--- config.mk ---
export PLATFORM = sky130hd
export DESIGN_NAME = bisr_tile_sequencer
export DESIGN_NICKNAME = d
export VERILOG_FILES = /design/src/rtl/bisr_tile_sequencer.sv
export SDC_FILE = /design/constraint.sdc
export NUM_CORES = 1
export LEC_CHECK = 0
export BUFFER_PORTS_ARGS = -buffer_cell sky130_fd_sc_hd__buf_2
export CAP_MARGIN = 20
export CELL_PAD_IN_SITES_DETAIL_PLACEMENT = 0
export CELL_PAD_IN_SITES_GLOBAL_PLACEMENT = 1
export CORE_ASPECT_RATIO = 1.5
export CORE_MARGIN = 10
export CORE_UTILIZATION = 47
export DETAILED_ROUTE_END_ITERATION = 8
export GPL_TIMING_DRIVEN = 0
export HOLD_SLACK_MARGIN = 0.03
export MAX_ROUTING_LAYER = met4
export PLACE_DENSITY_LB_ADDON = 0.2
export SLEW_MARGIN = 40
export SYNTH_ARGS = -nofsm -noshare
export SYNTH_HDL_FRONTEND = slang
export SYNTH_SLANG_ARGS = --single-unit
--- constraint.sdc ---
create_clock -name clk -period 11.17 [get_ports clk]
set_clock_uncertainty 0.05 [all_clocks]
set_input_delay 2.234 -clock clk [delete_from_list [all_inputs] [get_ports clk]]
set_output_delay 2.234 -clock clk [all_outputs]
set_load 0.02 [all_outputs]
--- src/rtl/bisr_tile_sequencer.sv ---
// bisr_tile_sequencer: job-level sequencer for the BISR systolic engine.
// Walks an M x N x K tiled matmul one engine pass per tile (m outer, n middle,
// k inner), interleaves stop-the-world self-test runs, keeps a sticky PE fault
// map and aborts the job through a watchdog if the engine stops responding.
module bisr_tile_sequencer #(
    parameter int ROWS       = 4,
    parameter int COLS       = 4,
    parameter int ADDR_W     = 32,
    parameter int TILE_IDX_W = 8,
    parameter int TILE_WORDS = ROWS * COLS,
    parameter int STW_PERIOD = 0,
    parameter int TIMEOUT    = 4096
) (
    input  logic                             clk,
    input  logic                             rst,
    input  logic                             job_start,
    input  logic [TILE_IDX_W-1:0]            job_m,
    input  logic [TILE_IDX_W-1:0]            job_n,
    input  logic [TILE_IDX_W-1:0]            job_k,
    input  logic [ADDR_W-1:0]                a_base,
    input  logic [ADDR_W-1:0]                b_base,
    input  logic [ADDR_W-1:0]                c_base,
    input  logic                             abort,
    input  logic                             fault_clr,
    output logic                             job_busy,
    output logic                             job_done,
    output logic                             job_err,
    output logic                             eng_stw_req,
    input  logic                             eng_stw_complete,
    input  logic [ROWS*COLS-1:0]             eng_stw_result,
    output logic                             eng_start_fsm,
    input  logic                             eng_fsm_rdy,
    output logic                             eng_start_matmul,
    input  logic                             eng_fsm_done,
    output logic [ADDR_W-1:0]                tile_a_addr,
    output logic [ADDR_W-1:0]                tile_b_addr,
    output logic [ADDR_W-1:0]                tile_c_addr,
    output logic                             tile_accum,
    output logic                             tile_last_k,
    output logic [ROWS*COLS-1:0]             fault_map,
    output logic                             new_fault,
    output logic [$clog2(ROWS*COLS+1)-1:0]   fault_count
);

    localparam int PES    = ROWS * COLS;
    localparam int FC_W   = $clog2(PES + 1);
    localparam int WD_W   = $clog2(TIMEOUT + 1);
    localparam int TW_W   = (TILE_WORDS > 1) ? $clog2(TILE_WORDS) : 1;
    // Linear tile index times stride, with one guard bit for the "+ inner" add.
    localparam int PROD_W = 2 * TILE_IDX_W + TW_W + 1;
    localparam int EXT_W  = (PROD_W > ADDR_W) ? PROD_W : ADDR_W;
    // Wide enough to count every tile of the largest job without wrapping.
    localparam int TSS_W  = 3 * TILE_IDX_W + 1;

    typedef enum logic [2:0] {
        S_IDLE,
        S_STW,
        S_STW_WAIT,
        S_LOAD,
        S_WAIT_RDY,
        S_RUN,
        S_WAIT_DONE,
        S_ADV
    } state_t;

    state_t                 state;
    logic [TILE_IDX_W-1:0]  m_dim, n_dim, k_dim;
    logic [TILE_IDX_W-1:0]  m_idx, n_idx, k_idx;
    logic [ADDR_W-1:0]      a_reg, b_reg, c_reg;
    logic [TSS_W-1:0]       tiles_since_stw;
    logic [WD_W-1:0]        wd;

    logic [TILE_IDX_W-1:0]  m_nxt, n_nxt, k_nxt;
    logic                   last_tile;
    logic                   stw_due;
    logic [TSS_W-1:0]       tss_inc;
    logic                   in_wait;
    logic                   timeout;
    logic                   stw_accept;
    logic [PES-1:0]         fault_nxt;
    logic                   new_fault_nxt;

    // base + (outer * dim + inner) * TILE_WORDS, truncated to ADDR_W
    function automatic logic [ADDR_W-1:0] tile_addr(
        input logic [ADDR_W-1:0]     base,
        input logic [TILE_IDX_W-1:0] outer,
        input logic [TILE_IDX_W-1:0] dim,
        input logic [TILE_IDX_W-1:0] inner
    );
        logic [EXT_W-1:0] lin;
        lin = EXT_W'(outer) * EXT_W'(dim) + EXT_W'(inner);
        lin = lin * EXT_W'(TILE_WORDS);
        return base + lin[ADDR_W-1:0];
    endfunction

    function automatic logic [FC_W-1:0] popcount(input logic [PES-1:0] v);
        logic [FC_W-1:0] c;
        c = '0;
        for (int i = 0; i < PES; i++) c = c + FC_W'(v[i]);
        return c;
    endfunction

    // Next tile indices in m/n/k loop order, plus the STW-due decision for ADV
    always_comb begin
        // NOTE: every signal gets a default before any branch so no latch is inferred.
        logic lk, ln, lm;
        lk        = (k_idx == k_dim - TILE_IDX_W'(1));
        ln        = (n_idx == n_dim - TILE_IDX_W'(1));
        lm        = (m_idx == m_dim - TILE_IDX_W'(1));
        k_nxt     = lk ? '0 : k_idx + TILE_IDX_W'(1);
        n_nxt     = n_idx;
        m_nxt     = m_idx;
        if (lk) n_nxt = ln ? '0 : n_idx + TILE_IDX_W'(1);
        if (lk && ln) m_nxt = m_idx + TILE_IDX_W'(1);
        last_tile = lk && ln && lm;
        tss_inc   = tiles_since_stw + TSS_W'(1);
        stw_due   = (STW_PERIOD != 0) && (tss_inc == TSS_W'(STW_PERIOD));
    end

    assign in_wait    = (state == S_STW_WAIT) || (state == S_WAIT_RDY) || (state == S_WAIT_DONE);
    assign timeout    = in_wait && (wd == WD_W'(TIMEOUT - 1));
    assign stw_accept = (state == S_STW_WAIT) && eng_stw_complete && !abort && !timeout;

    // Fault map update: a clear coinciding with a result keeps only the new result
    always_comb begin
        fault_nxt     = fault_map;
        new_fault_nxt = 1'b0;
        if (stw_accept && fault_clr) begin
            fault_nxt     = eng_stw_result;
            new_fault_nxt = |eng_stw_result;
        end else if (stw_accept) begin
            fault_nxt     = fault_map | eng_stw_result;
            new_fault_nxt = |(eng_stw_result & ~fault_map);
        end else if (fault_clr) begin
            fault_nxt     = '0;
        end
    end

    // Sticky fault map and its popcount; persists across jobs
    always_ff @(posedge clk or posedge rst) begin
        // NOTE: sequential state uses non-blocking assignments so all registers update together.
        if (rst) begin
            fault_map   <= '0;
            fault_count <= '0;
            new_fault   <= 1'b0;
        end else begin
            fault_map   <= fault_nxt;
            fault_count <= popcount(fault_nxt);
            new_fault   <= new_fault_nxt;
        end
    end

    // Job FSM with registered pulses, tile addresses and watchdog
    always_ff @(posedge clk or posedge rst) begin
        if (rst) begin
            state            <= S_IDLE;
            m_dim            <= '0;
            n_dim            <= '0;
            k_dim            <= '0;
            m_idx            <= '0;
            n_idx            <= '0;
            k_idx            <= '0;
            a_reg            <= '0;
            b_reg            <= '0;
            c_reg            <= '0;
            tiles_since_stw  <= '0;
            wd               <= '0;
            job_busy         <= 1'b0;
            job_done         <= 1'b0;
            job_err          <= 1'b0;
            eng_stw_req      <= 1'b0;
            eng_start_fsm    <= 1'b0;
            eng_start_matmul <= 1'b0;
            tile_a_addr      <= '0;
            tile_b_addr      <= '0;
            tile_c_addr      <= '0;
            tile_accum       <= 1'b0;
            tile_last_k      <= 1'b0;
        end else begin
            job_done         <= 1'b0;
            job_err          <= 1'b0;
            eng_stw_req      <= 1'b0;
            eng_start_fsm    <= 1'b0;
            eng_start_matmul <= 1'b0;
            wd               <= '0;
            if ((state != S_IDLE) && abort) begin
                state    <= S_IDLE;
                job_busy <= 1'b0;
                job_err  <= 1'b1;
            end else if (timeout) begin
                state    <= S_IDLE;
                job_busy <= 1'b0;
                job_err  <= 1'b1;
            end else begin
                case (state)
                    S_IDLE: begin
                        if (job_start) begin
                            if ((job_m == '0) || (job_n == '0) || (job_k == '0)) begin
                                job_err <= 1'b1;
                            end else begin
                                m_dim           <= job_m;
                                n_dim           <= job_n;
                                k_dim           <= job_k;
                                a_reg           <= a_base;
                                b_reg           <= b_base;
                                c_reg           <= c_base;
                                m_idx           <= '0;
                                n_idx           <= '0;
                                k_idx           <= '0;
                                tiles_since_stw <= '0;
                                tile_a_addr     <= a_base;
                                tile_b_addr     <= b_base;
                                tile_c_addr     <= c_base;
                                tile_accum      <= 1'b0;
                                tile_last_k     <= (job_k == TILE_IDX_W'(1));
                                job_busy        <= 1'b1;
                                eng_stw_req     <= 1'b1;
                                state           <= S_STW;
                            end
                        end
                    end
                    S_STW: state <= S_STW_WAIT;
                    S_STW_WAIT: begin
                        wd <= wd + WD_W'(1);
                        if (eng_stw_complete) begin
                            tiles_since_stw <= '0;
                            eng_start_fsm   <= 1'b1;
                            state           <= S_LOAD;
                        end
                    end
                    S_LOAD: state <= S_WAIT_RDY;
                    S_WAIT_RDY: begin
                        wd <= wd + WD_W'(1);
                        if (eng_fsm_rdy) begin
                            eng_start_matmul <= 1'b1;
                            state            <= S_RUN;
                        end
                    end
                    S_RUN: state <= S_WAIT_DONE;
                    S_WAIT_DONE: begin
                        wd <= wd + WD_W'(1);
                        if (eng_fsm_done) state <= S_ADV;
                    end
                    S_ADV: begin
                        tiles_since_stw <= tss_inc;
                        if (last_tile) begin
                            job_done <= 1'b1;
                            job_busy <= 1'b0;
                            state    <= S_IDLE;
                        end else begin
                            m_idx       <= m_nxt;
                            n_idx       <= n_nxt;
                            k_idx       <= k_nxt;
                            tile_a_addr <= tile_addr(a_reg, m_nxt, k_dim, k_nxt);
                            tile_b_addr <= tile_addr(b_reg, k_nxt, n_dim, n_nxt);
                            tile_c_addr <= tile_addr(c_reg, m_nxt, n_dim, n_nxt);
                            tile_accum  <= (k_nxt != '0);
                            tile_last_k <= (k_nxt == k_dim - TILE_IDX_W'(1));
                            if (stw_due) begin
                                eng_stw_req <= 1'b1;
                                state       <= S_STW;
                            end else begin
                                eng_start_fsm <= 1'b1;
                                state         <= S_LOAD;
                            end
                        end
                    end
                    default: begin
                        job_busy <= 1'b0;
                        state    <= S_IDLE;
                    end
                endcase
            end
        end
    end

endmodule

**Word-level counts from Yosys, hierarchy flattened**

Cells that the tools add are included.

- Add/subtract/negate cells: 28
- $mul: 3
- Divide/modulo/power cells: 0
- Magnitude comparators: 0
- Eq/ne operators: 22
- Shift-type cells: 0
- Muxes and demuxes: 78
- Bitwise operators: 6
- Reductions and logical operators: 29

Operators with widths:

| operator | count |
|---|---|
| $mux W32 | 9 |
| $pmux W32 S2 | 3 |
| $add A32 B21 Y32 | 3 |
| $mux W8 | 9 |
| $add A5 B1 Y5 | 11 |
| $add A16 B8 Y17 | 3 |
| $mul A8 B8 Y16 | 3 |
| $mux W16 | 3 |
| $pmux W8 S2 | 3 |
| $mux W13 | 3 |
| $mux W1 | 35 |
| $eq A8 B8 Y1 | 4 |
| $reduce_or A16 Y1 | 2 |
| $add A8 B1 Y8 const B | 3 |
| $logic_not A8 Y1 | 3 |
| $pmux W3 S8 | 1 |
| $sub A8 B1 Y8 const B | 3 |
| $mux W3 | 7 |
| $and A16 B16 Y16 | 1 |
| $not A16 Y16 | 1 |
| $or A16 B16 Y16 | 1 |
| $add A13 B1 Y13 const B | 1 |
| $eq A13 B12 Y1 const B | 1 |
| $eq A3 B3 Y1 const B | 4 |
| other kinds (25) | 49 |

- Register bits after elaboration: 286
- Latch bits: 0
- RAM bits: 0
- ROM bits: 0
- Input port bits: 144
- Output and inout bits: 126
- Word-level logic and storage cells: 191
- Memories: 0

**Depth between registers and ports, before layout**

- Depth after elaboration: 23
- Depth in mapped cells: 42
- Mapped depth without buffers: 38

**Worst setup path after synthesis**

Ideal clock, no wire load.

- Path kind: flip-flop to flip-flop
- Start: reg k_dim[0]
- End: reg tile_c_addr[27]
- Library setup time: 0.130 ns
- Arrival time: 8.397 ns
- Data required time: 10.990 ns
- Slack: 2.593 ns
- Stages on the path, launching flop included: 42
- Path buffers: 4
- Clock period less this slack: 8.577 ns
- Path through: dfrtp_1 -> clkbuf_1 -> clkinv_1 -> ha_1 -> or3b_2 -> o21a_1 -> o22ai_1 -> o2111a_2 -> and2_1 -> buf_2 -> and2_0 -> buf_2 -> nand4_1 -> xnor2_1 -> buf_2 -> nand2_1 -> fa_1 -> inv_1 -> (+6 left out) -> a21o_1 -> a21oi_1 -> o21bai_1 -> a211o_1 -> a31oi_1 -> nor2b_1 -> o21ai_0 -> nor2b_1 -> xnor2_1 -> ha_1 -> inv_1 -> o21ai_0 -> nand2_1 -> o21ai_0 -> o41ai_1 -> nor3b_1 -> xnor2_1 -> o21ai_0

- Word-level cells in the longest chain between the ends: 9
- Elaborated cells between the ends (all ways): 13
- Those cells by class: add/sub (3); mul (1); eq/ne (2); mux (4); reduce/logical (3)

RTL lines:

| what | RTL line | text |
|---|---|---|
| start, declared | 67 | `logic [TILE_IDX_W-1:0] m_dim, n_dim, k_dim;` |
| start signal, assigned | 203 | `k_dim <= job_k;` |
| $sub A8 B1 Y8 (*) | 107 | `lk = (k_idx == k_dim - TILE_IDX_W'(1));` |
| $eq A8 B8 Y1 (*) | 107 |  |
| $logic_and A1 B1 Y1 | 114, 115 |  |
| $mux W8 | 114 | `if (lk && ln) m_nxt = m_idx + TILE_IDX_W'(1);` |
| $mul A8 B8 Y16 | 91 | `lin = EXT_W'(outer) * EXT_W'(dim) + EXT_W'(inner);` |
| $add A16 B8 Y17 | 91 |  |
| $add A32 B21 Y32 | 93 | `return base + lin[ADDR_W-1:0];` |
| $mux W32 | 246 | `if (last_tile) begin` |
| $pmux W32 S2 | 195 | `case (state)` |
| end signal, assigned | 213 | `tile_c_addr <= c_base;` |
| end signal, assigned | 256 | `tile_c_addr <= tile_addr(c_reg, m_nxt, n_dim, n_nxt);` |
| end, declared | 37 | `output logic [ADDR_W-1:0] tile_c_addr,` |

Every way passes the cells marked *; elsewhere a longest branch is shown, timed or not. The select of a mux whose other input is x is not followed.
A chain may end at the register's enable or synchronous reset.

**Worst setup path after layout**

- Start: reg k_dim[0]
- End: reg tile_c_addr[30]

Same word-level chain as after synthesis.

==> impl_metrics.ini <==
[clock_network]
root_buffer = clkbuf_16
htree_levels = 1
cts_hold_buf = 0
numClockSinks = 286
clk_transition_reported_paths_ps = 70
postCtsSetupRepairBufs = 0
worstSkewPairLatency_ps = 610
numCtsBuffers = 30
cts_resized = 0
cts_max_path_buffers = 3
cts_tree = yes

[placement]
globalplace.congestion = 0.932
dp_hpwl_um = 61800
dp.cells = 3418
port_buffers = 269
place_area_mm2 = 0.0256
pre_cts_ws_ps = 699

[routing]
ant_nets = 0
dr.first_iter.drc_count = 962
wl_per_cell_um = 22.0
drtPass1Iterations = 5
drt-total-wl_um = 76500
remaining_drc_errors = 0
vias = 19300
viasPerCell = 5.55

[critical_path]
path_buf_inv = 8
max_stage_delay_ps = 660
arrival_ps = 11040
startpoint_type = flop
path_max_fanout = 10
critPathCaptureType = flop
slowest_stage = a31oi_2
critPathTopFamily = compound AO/OA/AOI/OAI gates
cp.required_ps = 11610
criticalPathCategory = flop to flop

[final_layout]
fin_util_pct = 54.6
final_cells = 3481
fin_area_mm2 = 0.0266
drive_gt1_share_pct = 17.9
synthToLayoutAreaGrowth_pct = 14.7
nNetsFinal = 3268

[hold_path]
worstHoldPathType = flop to flop

[floorplan]
core-area_mm2 = 0.0488
die_w_um = 201
ioPinCount = 270
die_h_um = 292
start_util_pct = 47.6
dieArea_mm2 = 0.0589
num_rows = 99

[power_and_ir_drop]
clkPwrFrac_pct = 17.9
p_int_w = 0.00330
swShare_pct = 45.1
power.leakage_nw = 13.2
comb_power_share_pct = 52.3
peakVddDrop_mv = 0.175
p_total_w = 0.00600
powerDensity_mw_per_mm2 = 225
p_seq_share_pct = 29.8
power_switching_w = 0.00270

[synthesis]
async_reset_ff_share_pct = 100
yosysUniqueCellTypes = 77
yosysWarnings = 0
synthFlopType = dfrtp_1
netlist_instances = 2485
ys_seq_elements = 286
netlist_area_mm2 = 0.0232
synth_nets = 2959
avgSynthCellArea_um2 = 9.34
yosysSeqAreaShare_pct = 30.8
synth_edf_count = 0

[grt]
grt_first_pass_wirelength_um = 118000
antenna_found_initial = 7
grtUsageTotal_pct = 26.4
grt_overflow = 0
grt_pass1_vias = 20700
grt_max_degree = 78

[sta]
slew_headroom_pct = 41.8
final-setup-viol-count = 0
max_freq_ghz = 0.0943
slew_viol_final = 0
finalHoldViolations = 0
period_needed_ps = 10600
worst_pin_slew_ps = 867
period_share_pct = 94.9
fin_ws_ps = 567
rsz0062_at_grt = no

[run_status]
outcome = completed

[flow_run]
cap_viol_max_count = 0
## power groups by stage
stage	clock network (W)	logic, W	registers, W
2_1_floorplan	0	0.00190	0.00195
3_3_place_gp	0	0.00306	0.00178
3_5_place_dp	0	0.00314	0.00180
4_1_cts	0.00110	0.00316	0.00178
5_1_grt	0.00113	0.00343	0.00184
6_report	0.00107	0.00314	0.00179
## cells by family after synthesis
| logic type | Yosys count | synth area share (%) |
|---|---|---|
| multiplexers | 139 | 6.59 |
| buffers and inverters | 371 | 6.20 |
| adder cells (fa/ha/maj) | 330 | 22.5 |
| flip-flops | 286 | 30.8 |
| AO/OA/AOI/OAI | 482 | 12.9 |
| XOR/XNOR | 165 | 6.28 |
| AND/OR/NAND/NOR | 712 | 14.7 |
## synthesized netlist by cell type (all sizes together), types with 6 or more instances
master	count	share of area [%]
nor2b	24	0.65
o21a	16	0.52
buf	34	0.75
nand3	35	0.75
and4	7	0.26
xor2	80	3.0
a22oi	27	0.87
dfrtp	286	31
xnor2	84	3.2
a21oi	101	2.2
nand2b	14	0.38
nor4	15	0.40
a21o	21	0.68
or3	11	0.30
o31ai	13	0.42
fa	145	13
nor3	40	0.86
nor2	150	2.5
nor3b	11	0.36
nand4	16	0.50
o21ai	184	4.0
and2	75	2.0
inv	257	4.2
nand2	257	4.2
and3	41	1.1
a31oi	20	0.54
mux2	111	5.4
clkbuf	77	1.2
mux2i	28	1.2
o41ai	6	0.23
o21bai	10	0.32
o211ai	9	0.29
ha	185	10
a211oi	17	0.55
## path summary, 6_finish.rpt
path / to / cells after the start / slack (ps) / from
min reg2reg: tile_b_addr[20] / 2 / 420 / tile_b_addr[20]
min: tile_b_addr[20] / 2 / 420 / tile_b_addr[20]
max in group asynchronous: n_idx[5] / 4 / 8280 / rst
max reg2reg: tile_c_addr[30] / 39 / 570 / k_dim[0]
max: tile_c_addr[30] / 39 / 570 / k_dim[0]
min in group asynchronous: c_reg[26] / 2 / 1610 / rst
## through the flow
| stage | setup TNS [ps] | hold slack, ps |
|---|---|---|
| floorplan | 0 | 419 |
| global placement | -692480 | 402 |
| detailed placement | 0 | 409 |
| CTS | 0 | 424 |
| global route | 0 | 453 |
| finish | 0 | 420 |
## cell type report
class	instances	area (um2)
fill	4614	22200
multi-input combinational	1828	14700
sequential	286	7160
timing repair buffer	277	1470
inverter	260	983
clock buffer	43	880
tap	656	821
buffer	111	478
clock inverter	12	155
antenna	8	20.0
## tightest hold or removal path, stage by stage (launching register included)
cell,delay (ps)
dfrtp_1,340
nand2_1,50
nand2_1,50
## per-layer routing
layer,track usage [%],routed length [um],vias up
met1,27.6,28500,9593
li1,-,-,9041
met2,48.0,40600,528
met5,-,0,-
met4,11.2,3410,0
met3,4.63,4050,148
## layout by cell type (no fill, tap or decap), types with 30 or more instances in the layout
master / netlist / layout
a21oi_1: 101 / 101
nor2_1: 149 / 145
nor3_1: 40 / 39
ha_1: 185 / 185
inv_1: 255 / 254
xor2_1: 80 / 79
clkbuf_1: 77 / 73
buf_2: 23 / 295
and2_1: 74 / 74
fa_1: 145 / 145
mux2_2: 111 / 111
xnor2_1: 84 / 84
nand3_1: 35 / 35
nand2_1: 257 / 257
dfrtp_1: 286 / 286
o21ai_0: 182 / 180
clkbuf_16: 0 / 30
and3_1: 41 / 41
No activity file was read; power rests on OpenSTA's default activity.
